$ cat src/rtl/snake_anim_pkg.sv
// Shared types, keycode constants and key decoding for the snake animation controller.
package snake_anim_pkg;

   typedef enum logic [1:0] {DIR_LEFT, DIR_RIGHT, DIR_UP, DIR_DOWN} dir_t;
   typedef enum logic [1:0] {IDLE, WALK, TURN} anim_state_t;

   localparam logic [7:0] KEY_A = 8'h04;
   localparam logic [7:0] KEY_D = 8'h07;
   localparam logic [7:0] KEY_W = 8'h1A;
   localparam logic [7:0] KEY_S = 8'h16;

   typedef struct packed {
      logic valid;
      dir_t dir;
   } key_dec_t;

   // Anything outside the four movement keys, including 0x00, reads as no key.
   function automatic key_dec_t key_to_dir(input logic [7:0] key);
      key_dec_t r;
      r.valid = 1'b1;
      r.dir   = DIR_LEFT;
      case (key)
         KEY_A:   r.dir = DIR_LEFT;
         KEY_D:   r.dir = DIR_RIGHT;
         KEY_W:   r.dir = DIR_UP;
         KEY_S:   r.dir = DIR_DOWN;
         default: r.valid = 1'b0;
      endcase
      return r;
   endfunction

endpackage

$ cat src/rtl/snake_anim_ctrl_vsync_edge_detect.sv
// Two-flop vsync synchronizer with a registered falling-edge pulse (3 clocks after the raw edge).
module vsync_edge_detect (
   input  logic i_clk,
   input  logic i_rst_n,
   input  logic i_vsync,
   output logic o_frame_tick
);

   logic r_meta;
   logic r_sync;
   logic r_sync_d;
   logic r_tick;

   always_ff @(posedge i_clk or negedge i_rst_n) begin
      if (!i_rst_n) begin
         r_meta   <= 1'b0;
         r_sync   <= 1'b0;
         r_sync_d <= 1'b0;
         r_tick   <= 1'b0;
      end else begin
         r_meta   <= i_vsync;
         r_sync   <= r_meta;
         r_sync_d <= r_sync;
         r_tick   <= r_sync_d & ~r_sync;
      end
   end

   assign o_frame_tick = r_tick;

endmodule

$ cat src/rtl/snake_anim_ctrl.sv
// Per-frame walk-cycle sequencer producing the registered {dir, pose} sprite select.
// Optional SNAKE_ANIM_PAUSE_EN adds a pause input that freezes all animation state.
module snake_anim_ctrl
   import snake_anim_pkg::*;
#(
   parameter int FRAMES_PER_STEP = 8,
   parameter int NUM_POSES       = 2,
   parameter int TURN_HOLD       = 2
) (
   input  logic       vga_clk,
   input  logic       reset_n,
   input  logic       vsync,
   input  logic [7:0] keycode,
`ifdef SNAKE_ANIM_PAUSE_EN
   input  logic       pause,
`endif
   output logic [3:0] sprite_sel,
   output logic [1:0] dir,
   output logic [1:0] pose,
   output logic       moving,
   output logic       frame_tick
);

   localparam logic [7:0] STEP_LAST = 8'(FRAMES_PER_STEP - 1);
   localparam logic [7:0] HOLD_LAST = 8'(TURN_HOLD - 1);
   localparam logic [1:0] POSE_MASK = 2'(NUM_POSES - 1);

   logic        w_tick;
   logic        w_adv;
   key_dec_t    w_key;

   anim_state_t r_state,      w_state_nxt;
   dir_t        r_dir,        w_dir_nxt;
   logic [1:0]  r_pose,       w_pose_nxt;
   logic [7:0]  r_step_cnt,   w_step_nxt;
   logic [7:0]  r_hold_cnt,   w_hold_nxt;
   logic        r_moving;
   logic [3:0]  r_sprite_sel;

   vsync_edge_detect u_vsync_edge (
      .i_clk        (vga_clk),
      .i_rst_n      (reset_n),
      .i_vsync      (vsync),
      .o_frame_tick (w_tick)
   );

`ifdef SNAKE_ANIM_PAUSE_EN
   assign w_adv = w_tick & ~pause;
`else
   assign w_adv = w_tick;
`endif

   // The live keycode is only consumed on a tick, so it acts as the per-frame sample.
   assign w_key = key_to_dir(keycode);

   always_ff @(posedge vga_clk or negedge reset_n) begin
      if (!reset_n) begin
         r_state      <= IDLE;
         r_dir        <= DIR_LEFT;
         r_pose       <= 2'd0;
         r_step_cnt   <= 8'd0;
         r_hold_cnt   <= 8'd0;
         r_moving     <= 1'b0;
         r_sprite_sel <= 4'd0;
      end else begin
         r_state      <= w_state_nxt;
         r_dir        <= w_dir_nxt;
         r_pose       <= w_pose_nxt;
         r_step_cnt   <= w_step_nxt;
         r_hold_cnt   <= w_hold_nxt;
         r_moving     <= (w_state_nxt == WALK);
         r_sprite_sel <= {w_dir_nxt, w_pose_nxt};
      end
   end

   always_comb begin
      w_state_nxt = r_state;
      w_dir_nxt   = r_dir;
      w_pose_nxt  = r_pose;
      w_step_nxt  = r_step_cnt;
      w_hold_nxt  = r_hold_cnt;
      if (w_adv) begin
         unique case (r_state)
            IDLE: begin
               w_pose_nxt = 2'd0;
               if (w_key.valid) begin
                  if (w_key.dir == r_dir) begin
                     w_state_nxt = WALK;
                     w_step_nxt  = 8'd0;
                  end else begin
                     w_state_nxt = TURN;
                     w_dir_nxt   = w_key.dir;
                     w_hold_nxt  = 8'd0;
                  end
               end
            end
            WALK: begin
               // A direction change outranks a pose step landing on the same tick.
               if (!w_key.valid) begin
                  w_state_nxt = IDLE;
                  w_pose_nxt  = 2'd0;
                  w_step_nxt  = 8'd0;
               end else if (w_key.dir != r_dir) begin
                  w_state_nxt = TURN;
                  w_dir_nxt   = w_key.dir;
                  w_pose_nxt  = 2'd0;
                  w_hold_nxt  = 8'd0;
               end else if (r_step_cnt == STEP_LAST) begin
                  w_step_nxt  = 8'd0;
                  w_pose_nxt  = 2'(r_pose + 2'd1) & POSE_MASK;
               end else begin
                  w_step_nxt  = r_step_cnt + 8'd1;
               end
            end
            TURN: begin
               w_pose_nxt = 2'd0;
               if (w_key.valid && (w_key.dir != r_dir)) begin
                  w_dir_nxt  = w_key.dir;
                  w_hold_nxt = 8'd0;
               end else if (r_hold_cnt == HOLD_LAST) begin
                  w_hold_nxt  = 8'd0;
                  w_step_nxt  = 8'd0;
                  w_state_nxt = w_key.valid ? WALK : IDLE;
               end else begin
                  w_hold_nxt = r_hold_cnt + 8'd1;
               end
            end
            default: begin
               w_state_nxt = IDLE;
               w_pose_nxt  = 2'd0;
            end
         endcase
      end
   end

   assign sprite_sel = r_sprite_sel;
   assign dir        = r_dir;
   assign pose       = r_pose;
   assign moving     = r_moving;
   assign frame_tick = w_tick;

endmodule

$ cat config.mk
export PLATFORM = sky130hd
export DESIGN_NAME = snake_anim_ctrl
export DESIGN_NICKNAME = d
export VERILOG_FILES = /design/src/rtl/snake_anim_pkg.sv /design/src/rtl/snake_anim_ctrl_vsync_edge_detect.sv /design/src/rtl/snake_anim_ctrl.sv
export SDC_FILE = /design/constraint.sdc
export NUM_CORES = 1
export LEC_CHECK = 0
export CORE_MARGIN = 8
export CORE_UTILIZATION = 43
export CTS_CLUSTER_DIAMETER = 40
export DETAILED_ROUTE_END_ITERATION = 6
export PLACE_DENSITY = 0.62
export SLEW_MARGIN = 20
export SYNTH_ARGS = -nofsm -noshare
export SYNTH_HDL_FRONTEND = slang
export SYNTH_SLANG_ARGS = --single-unit
$ cat constraint.sdc
create_clock -name vga_clk -period 3.9 [get_ports vga_clk]
set_input_delay 0.78 -clock vga_clk [delete_from_list [all_inputs] [get_ports vga_clk]]
set_output_delay 0.78 -clock vga_clk [all_outputs]
set_load 0.05 [all_outputs]
==> results.md <==
* Run status: finished clean
* Seq/Total Area, Yosys at 0.402
* Count of placed standard cells including taps at 239
* Wire length of the first global-routing pass at 6690 um
* GPL Wtd Cong at 0.889
* Number of antenna cells inserted at 0
* Clock period minus final worst setup slack at 2.97 ns
* Final Core Density at 0.521
* Overall routed net length at 3650 um
* Die Span X at 77.4 um
* Post-route setup TNS at 0 ns
* CTS tree: yes
* Share of flip-flops with an asynchronous set or reset at 1.00
* Top Metal Used: met4
* Number of buffers between clock root and the deepest sink at 2
* DRT met1 WL at 1720 um
* Initial DRC count at 89
* Die Footprint at 0.00598 mm2
* Layout Nets at 210
* Share of Yosys cell area claimed by the top area cell type at 0.402
* Fraction of final layout cells with drive strength greater than 1 at 0.0821
* Top cells by instance count after synthesis: sky130_fd_sc_hd__dfrtp_1, sky130_fd_sc_hd__nand2_1, sky130_fd_sc_hd__nand3_1
* Per-instance average area after synthesis at 9.15 um2
* Final cell count without fillers at 243
* Count of input and output buffers at 18
* Ys Warns at 0
* DRT Pass-1 Iters at 5
* Worst Hold Class: register to register
* Clock Root Buffer: sky130_fd_sc_hd__clkbuf_8
* Most common cell in the synthesized netlist: sky130_fd_sc_hd__dfrtp_1
* Post-synth design cell area at 0.00162 mm2
* Cell variety after synth at 48
* I/O pin cnt at 21
* Worst r2r path cells at 6
* Multi-input logic area at 886 um2
* DR WL met3 at 164 um
* Power density cells at 413 mW/mm2
* Register bit total from synthesis at 26
* Number of slew-limit violations in the final report at 0
* Leakage at 0.757 nW
* Start point of the worst hold path: u_vsync_edge.r_meta
* Register-to-register path setup slack at 1.84 ns
* Maximum operating frequency at 337 MHz
* Overall power consumption at 0.000782 W
* Number of fill cells at 350
* Endpoint of the most critical register-to-register path: r_hold_cnt[1]
* Met2 wire len at 1740 um
* Number of clock sinks at 26
* Final setup violation count at 0
* Setup repair after global routing missed its margin: no
* Final antenna-violating net count at 0
* Beginning of the worst register-to-register path: sprite_sel[2]
* Final Hold Vio Count at 0
* Number of hold buffers added after CTS at 0
* Post-cts gate resize count at 0
* Slew at the pin closest to its max-slew limit at 0.647 ns
* Overflow after GRT at 0
* Setup repair bufs after CTS at 0
* Endpoint class of the critical path: register
* Data required time of the worst path at 4.06 ns
* Max-cap check violation count at 0
* Startpoint type of the worst setup path: input port
* Rows at 22
* Launching element of the worst setup path: keycode[1]
* Max-slew headroom at the worst pin at 0.566
* Final setup margin at 0.935 ns
* Primary FF master, synth: sky130_fd_sc_hd__dfrtp_1
* Period utilisation layout at 0.760
* Crit Path Max Fanout at 10
* Via-to-Cell Ratio at 5.81
* Insertion delay of the later-clocked pin in the worst-skew pair at 0.27 ns
* Layout area overhead at 16.9%
* Worst VDD drop at 0.212 mV
* Number of synthesized flops with an enable pin at 0
* Storage element area at 651 um2
* Global Route Usage Sum at 0.129
* Number of buffers inserted during clock tree synthesis at 3
* Worst slack at placement at 0.648 ns
* Path type of the worst setup path: input port to register
* Crit path to: r_hold_cnt[1]
* Count of vias placed by the detailed router at 1411
* Clock slew at the register clock pins of the worst setup and hold paths at 0.09 ns
* Area of the core at 0.00363 mm2
* Effective utilization at floorplan at 0.446
* Number of global-route vias before repair at 1438
* HPWL Detailed at 2750 um
* Largest net degree at the start of global routing at 27
* Post-synth top area cell: sky130_fd_sc_hd__dfrtp_1
* Clock Skew at 0.00165 ns
* Crit path DAT at 3.13 ns
* Post-DR wirelength/cell at 15.0 um
* Number of antenna violations at the first check in global routing at 0
* CTS HTree Levels at 1
* Vertical extent of the die at 77.4 um
* Number of design rule violations left after detail routing at 0
* Synth area leaders: sky130_fd_sc_hd__dfrtp_1, sky130_fd_sc_hd__nand2_1, sky130_fd_sc_hd__nand3_1, sky130_fd_sc_hd__nor3_1, sky130_fd_sc_hd__a211oi_1
* Synthesized instance count at 177
==> per-stage QoR <==
| stage | area [um2] | hold slack [ns] |
|---|---|---|
| floorplan | 1620 | 0.331 |
| global placement | 1820 | 0.337 |
| detailed placement | 1820 | 0.342 |
| CTS | 1890 | 0.364 |
| global route | 1890 | 0.375 |
| finish | 1890 | 0.361 |
==> per-layer routing <==
layer | up-vias | GRT usage
li1 | 690 | -
met1 | 685 | 0.167
met2 | 32 | 0.215
met3 | 4 | 0.0265
met4 | 0 | 0.0321
met5 | - | 0
==> registers in the layout (all words and copies together), names as in the netlist <==
signal / count
u_vsync_edge.o_frame_tick: 1
r_hold_cnt: 8
u_vsync_edge.r_meta: 1
u_vsync_edge.r_sync_d: 1
sprite_sel: 2
moving: 1
r_state: 2
dir: 1
r_step_cnt: 8
u_vsync_edge.r_sync: 1
==> cell usage in the layout, fill, tap and decap left out, types with 5 or more instances in the layout <==
| master | instances |
|---|---|
| sky130_fd_sc_hd__dfrtp_1 | 26 |
| sky130_fd_sc_hd__a211oi_1 | 5 |
| sky130_fd_sc_hd__o22ai_1 | 6 |
| sky130_fd_sc_hd__nand3_1 | 14 |
| sky130_fd_sc_hd__clkdlybuf4s50_1 | 18 |
| sky130_fd_sc_hd__nor2_1 | 10 |
| sky130_fd_sc_hd__o21ai_1 | 5 |
| sky130_fd_sc_hd__nand2_1 | 22 |
| sky130_fd_sc_hd__nor3_1 | 8 |
| sky130_fd_sc_hd__nand4_1 | 5 |
| sky130_fd_sc_hd__inv_1 | 9 |
| sky130_fd_sc_hd__o21ai_0 | 6 |
==> critical path, stage by stage <==
cell and delay (ns):
sky130_fd_sc_hd__clkdlybuf4s50_1 0.59, sky130_fd_sc_hd__nor4b_2 0.41, sky130_fd_sc_hd__a21bo_1 0.22, sky130_fd_sc_hd__o311ai_4 0.13, sky130_fd_sc_hd__and3_1 0.36, sky130_fd_sc_hd__o21ai_4 0.29
sky130_fd_sc_hd__mux2_1 0.35
==> layout make-up <==
cell class | count | area share
Multi-Input combinational cell | 136 | 0.468
Inverter | 10 | 0.0198
Timing Repair Buffer | 19 | 0.0991
Clock inverter | 1 | 0.0159
Tap cell | 48 | 0.0317
Clock buffer | 3 | 0.0218
Sequential cell | 26 | 0.344
==> cells by family (layout without fill, tap and decap cells) <==
| group | after synthesis | count (layout) | share of synthesized area |
|---|---|---|---|
| and+or+nand+nor | 78 | 78 | 0.255 |
| AOI/OAI and AO/OA | 48 | 48 | 0.234 |
| DFF | 26 | 26 | 0.402 |
| buffers and inverters | 16 | 33 | 0.0533 |
| adders and majority gates | 3 | 3 | 0.0232 |
| xor gates and xnor gates | 3 | 3 | 0.0162 |
| muxes | 2 | 2 | 0.0139 |
| other | 1 | 2 | 0.00232 |
==> worst min path at each step <==
stage	to	slack, ns	cells past startpoint
floorplan	u_vsync_edge.r_sync	0.33	0
global placement	u_vsync_edge.r_sync	0.34	0
detailed placement	u_vsync_edge.r_sync	0.34	0
CTS	u_vsync_edge.r_sync	0.36	0
global route	u_vsync_edge.r_sync	0.37	0
finish	u_vsync_edge.r_sync	0.36	0
==> power breakdown <==
group | switching, W | total [W] | internal (W)
registers | 0.0000622 | 0.000376 | 0.000313
logic | 0.0000971 | 0.000179 | 0.0000819
clock network | 0.0000904 | 0.000228 | 0.000137
total | 0.000250 | 0.000782 | 0.000533
(Power assumes the default switching activity.)
==> RTL edit 1 (same settings) <==
Re-encode `anim_state_t` (3 states) as one-hot, 3 bits wide.
--- a/src/rtl/snake_anim_pkg.sv
+++ b/src/rtl/snake_anim_pkg.sv
@@ -4,3 +4,3 @@
    typedef enum logic [1:0] {DIR_LEFT, DIR_RIGHT, DIR_UP, DIR_DOWN} dir_t;
-   typedef enum logic [1:0] {IDLE, WALK, TURN} anim_state_t;
+   typedef enum logic [2:0] {IDLE = 3'b001, WALK = 3'b010, TURN = 3'b100} anim_state_t;
 
Check against the original RTL: same outputs for any inputs over 10 cycles, from zero or initial values and one cycle with reset_n low; not proved beyond that.
==> RTL edit 1 against the original RTL <==
- wire length grew 6.2%
- synthesized area grew 9.0%
- register-to-register slack lost 330 ps
- sequential share of layout area shrank 0.58 points
- cell count grew 5.8%
- critical path depth is the same
- final area grew 5.8%
- maximum frequency shrank 4.8%
- sequential cell count grew 1
- critical endpoint is now r_step_cnt[4]
- global-route usage is essentially flat
- setup slack lost 150 ps
Power is not compared: it rests on default switching activity, and its combinational part moved more than twofold at a synthesized area within 25%.
==> RTL edit 1: results (changes against the original RTL) <==
outcome=finished clean (unchanged); Hold Path Class=reg2reg (unchanged); via density per instance=5.872 (was 5.807); Regs by FF count=r_hold_cnt x8, r_step_cnt x8, r_state x3 (was r_hold_cnt x8, r_step_cnt x8); commonest cells in the synthesized netlist=dfrtp_1, o21ai_0, nor2_1 (was dfrtp_1, nand2_1, nand3_1); comb_multi_in=152 (was 136); Final Non-Filler Cells=257 (was 243); Initial DRT Pass Iterations=4 (was 5); pre-CTS setup slack=505.8 ps (was 648.0 ps); Seq area share=33.79% (was 34.37%); placed cells=253 (was 239); static leakage=0.0007772 uW; GR Layer Usage met3=2.455% (was 2.650%); Reg2Reg Setup Slack=1510 ps (was 1840 ps); NonClk Buf Share=9.369% (was 9.914%); ys flop type=dfrtp_1 (unchanged); iteration-0 DRC count of the detailed router=101 (was 89); largest net degree at the start of global routing=28 (was 27); FF-to-FF End=r_step_cnt[7] (was r_hold_cnt[1]); gpl congestion=0.8613 (was 0.8890); Worst-Margin Slew=668.2 ps (was 646.7 ps); filler cell count=378 (was 350); Min-Delay Startpoint=u_vsync_edge.r_meta (unchanged); Synth area leaders=dfrtp_1, o21ai_0, nor2b_1 (was dfrtp_1, nand2_1, nand3_1); Num Clock Sinks=27 (was 26); clock network area share=2.311% (was 3.767%); met2 wire length=1618 um (was 1743 um); final worst setup slack=783.8 ps (was 934.7 ps); first-pass GRT wire length=6734 um (was 6693 um); Max Clock Skew=1.349 ps (was 1.646 ps); critical path arrival=3270 ps (was 3130 ps); # H-tree levels=1 (unchanged); met2 usage=18.35% (was 21.48%); area of the multi-input gates=1011 sq um (was 885.9 sq um); slowest stage delay, CP=650 ps (was 590 ps); vias in the first global route=1383 (was 1438); crit path to=r_step_cnt[4] (was r_hold_cnt[1]); CP Max Fanout=12 (was 10); final net count=222 (was 210); hold_ws=360.4 ps (was 360.5 ps); met1 usage=18.54% (was 16.71%); synth warn=0 (unchanged); HPWL Detailed=2977 um (was 2746 um); Routed wire per std cell=15.09 um (was 15.02 um); register area share after synthesis=38.37% (was 40.19%); CP delay by family, top=compound AO/OA/AOI/OAI gates (was simple AND/OR/NAND/NOR gates); Post-Synthesis Cells=192 (was 177); share of layout cells above drive strength 1=9.662% (was 8.205%); Synth cell types=52 (was 48); routed length on met3=234 um (was 164 um)
## RTL edit 1: worst reg2reg max path, cell delays in order, from the launching register on
cell and delay [ps]:
dfrtp_1 490, or3b_1 410, a21oi_1 210, a221oi_2 150, and3b_1 260, o221ai_2 220
or2_4 340, o31ai_2 230
## RTL edit 1: kinds of logic after synthesis
| group | count (synthesis) | share of synthesized area, % |
|---|---|---|
| xor+xnor | 4 | 1.986 |
| compound gates | 62 | 24.75 |
| fa+ha+maj | 3 | 2.128 |
| mux | 1 | 0.5674 |
| buf+inv | 14 | 4.539 |
| simple gates | 80 | 27.45 |
| other cells | 1 | 0.2126 |
| flops | 27 | 38.37 |
## RTL edit 1: power groups by stage
stage               registers (uW)  clock network, uW  logic (uW)
floorplan                      297                  0        38.0
global placement               294                  0        66.6
finish                         289                159        67.1
CTS                            289                166        67.6
global route                   290                180        72.9
detailed placement             295                  0        67.2
==> RTL edit 2 (config.mk and constraints unchanged) <==
Made on the original files. The option `SNAKE_ANIM_PAUSE_EN` is turned on by a define.
--- a/src/rtl/snake_anim_ctrl.sv
+++ b/src/rtl/snake_anim_ctrl.sv
@@ -2,2 +2,4 @@
 // Optional SNAKE_ANIM_PAUSE_EN adds a pause input that freezes all animation state.
+`define SNAKE_ANIM_PAUSE_EN
+
 module snake_anim_ctrl
Interface: changed (added pause); port bits go from 21 to 22. The function was not compared with the original's and may differ.
==> RTL edit 2 against the original RTL <==
- synthesized cell count is 5.1% lower
- cell count is 5.3% lower
- highest routed layer unchanged
- final area is 2.2% lower
- power is 19% lower
- synthesized area is 1.7% lower
- setup slack worse by 160 ps
- wire length is 7.8% lower
- sequential cell count stayed put
- critical endpoint is now r_hold_cnt[2]
- sequential share of layout area is 0.79 points higher
- largest cell class unchanged
- worst hold slack better by 1.1 ps
==> RTL edit 2: results (changes against the original RTL) <==
iteration-0 DRC count of the detailed router=98 (was 89); Synth area leaders=dfrtp_1, o2bb2ai_1, nand2_1 (was dfrtp_1, nand2_1, nand3_1); Peak Freq=319.9 MHz (was 337.2 MHz); static leakage=0.0007625 uW (was 0.0007565 uW); filler cell count=325 (was 350); via density per instance=5.683 (was 5.807); Reg2Reg Setup Slack=1340 ps (was 1840 ps); slowest stage delay, CP=550 ps (was 590 ps); Int Power=469.6 uW (was 532.8 uW); FF-to-FF End=r_step_cnt[4] (was r_hold_cnt[1]); commonest cells in the synthesized netlist=dfrtp_1, nand2_1, nor2_1 (was dfrtp_1, nand2_1, nand3_1); first-pass GRT wire length=5671 um (was 6693 um); pre-CTS setup slack=494.5 ps (was 648.0 ps); CP Max Fanout=12 (was 10); Overall Global Routing Usage=11.27% (was 12.93%); Max Clock Skew=2.339 ps (was 1.646 ps); critical path arrival=3300 ps (was 3130 ps); vias in the first global route=1226 (was 1438); maximum VDD drop=0.2177 mV (was 0.2117 mV); Routed wire per std cell=14.63 um (was 15.02 um); gpl congestion=0.8300 (was 0.8890); Worst-Margin Slew=624.6 ps (was 646.7 ps); Port Buffers=19 (was 18); Final Non-Filler Cells=230 (was 243); outcome=finished clean (unchanged); final net count=198 (was 210); Syn Area/Cell=9.473 sq um (was 9.147 sq um); Synth cell types=51 (was 48)
RTL edit 2: changes by cell type after synthesis, moves of 6 or more:
cell,before,now
nand2_1,22,13
nand2b_1,0,6
nand3_1,14,6
o22ai_1,6,0
RTL edit 2: power by group through the flow:
stage	registers (uW)	logic [uW]	clock network, uW
2_1_floorplan	303	74.0	0
3_3_place_gp	303	106	0
3_5_place_dp	303	108	0
4_1_cts	298	109	230
5_1_grt	299	120	240
6_report	298	107	226
RTL edit 2: worst max-delay path, delay by kind of cell:
family	cells	cell delay, ps
compound gates	3	730
buf+inv	1	550
simple gates	3	1240
RTL edit 2: layer usage:
metal	wire, um	share of wire (%)	vias up	GRT usage [%]
met3	151	4.5	6	2.914
met2	1490	44	29	17.25
met1	1668	50	614	14.91
met4	55	1.6	0	3.846
li1	-	-	658	-
met5	0	0	-	0
RTL edit 2: final cells by class:
class | count | share of cell area [%]
tap | 48 | 3.245
sequential | 26 | 35.16
multi-input combinational | 128 | 46.25
inverter | 4 | 0.8114
timing repair buffer | 20 | 10.68
clock buffer | 3 | 2.231
clock inverter | 1 | 1.623
RTL edit 2: per-stage QoR:
step / hold WS [ps] / utilization (%)
global route: 368.4 / 51.32
global placement: 334.7 / 49.34
finish: 361.6 / 51.32
floorplan: 331.2 / -
CTS: 365.3 / 51.32
detailed placement: 342.6 / 49.34
RTL edit 2: logic make-up (layout without fill, tap and decap cells):
group,Yosys count,count (layout),share of synthesized area (%)
AOI/OAI and AO/OA,49,49,23.27
other,1,2,0.2356
DFF,26,26,40.88
buffers and inverters,15,28,5.581
adders and majority gates,3,3,2.359
muxes,2,2,1.258
and+or+nand+nor,71,71,25.87
xor gates and xnor gates,1,1,0.5504
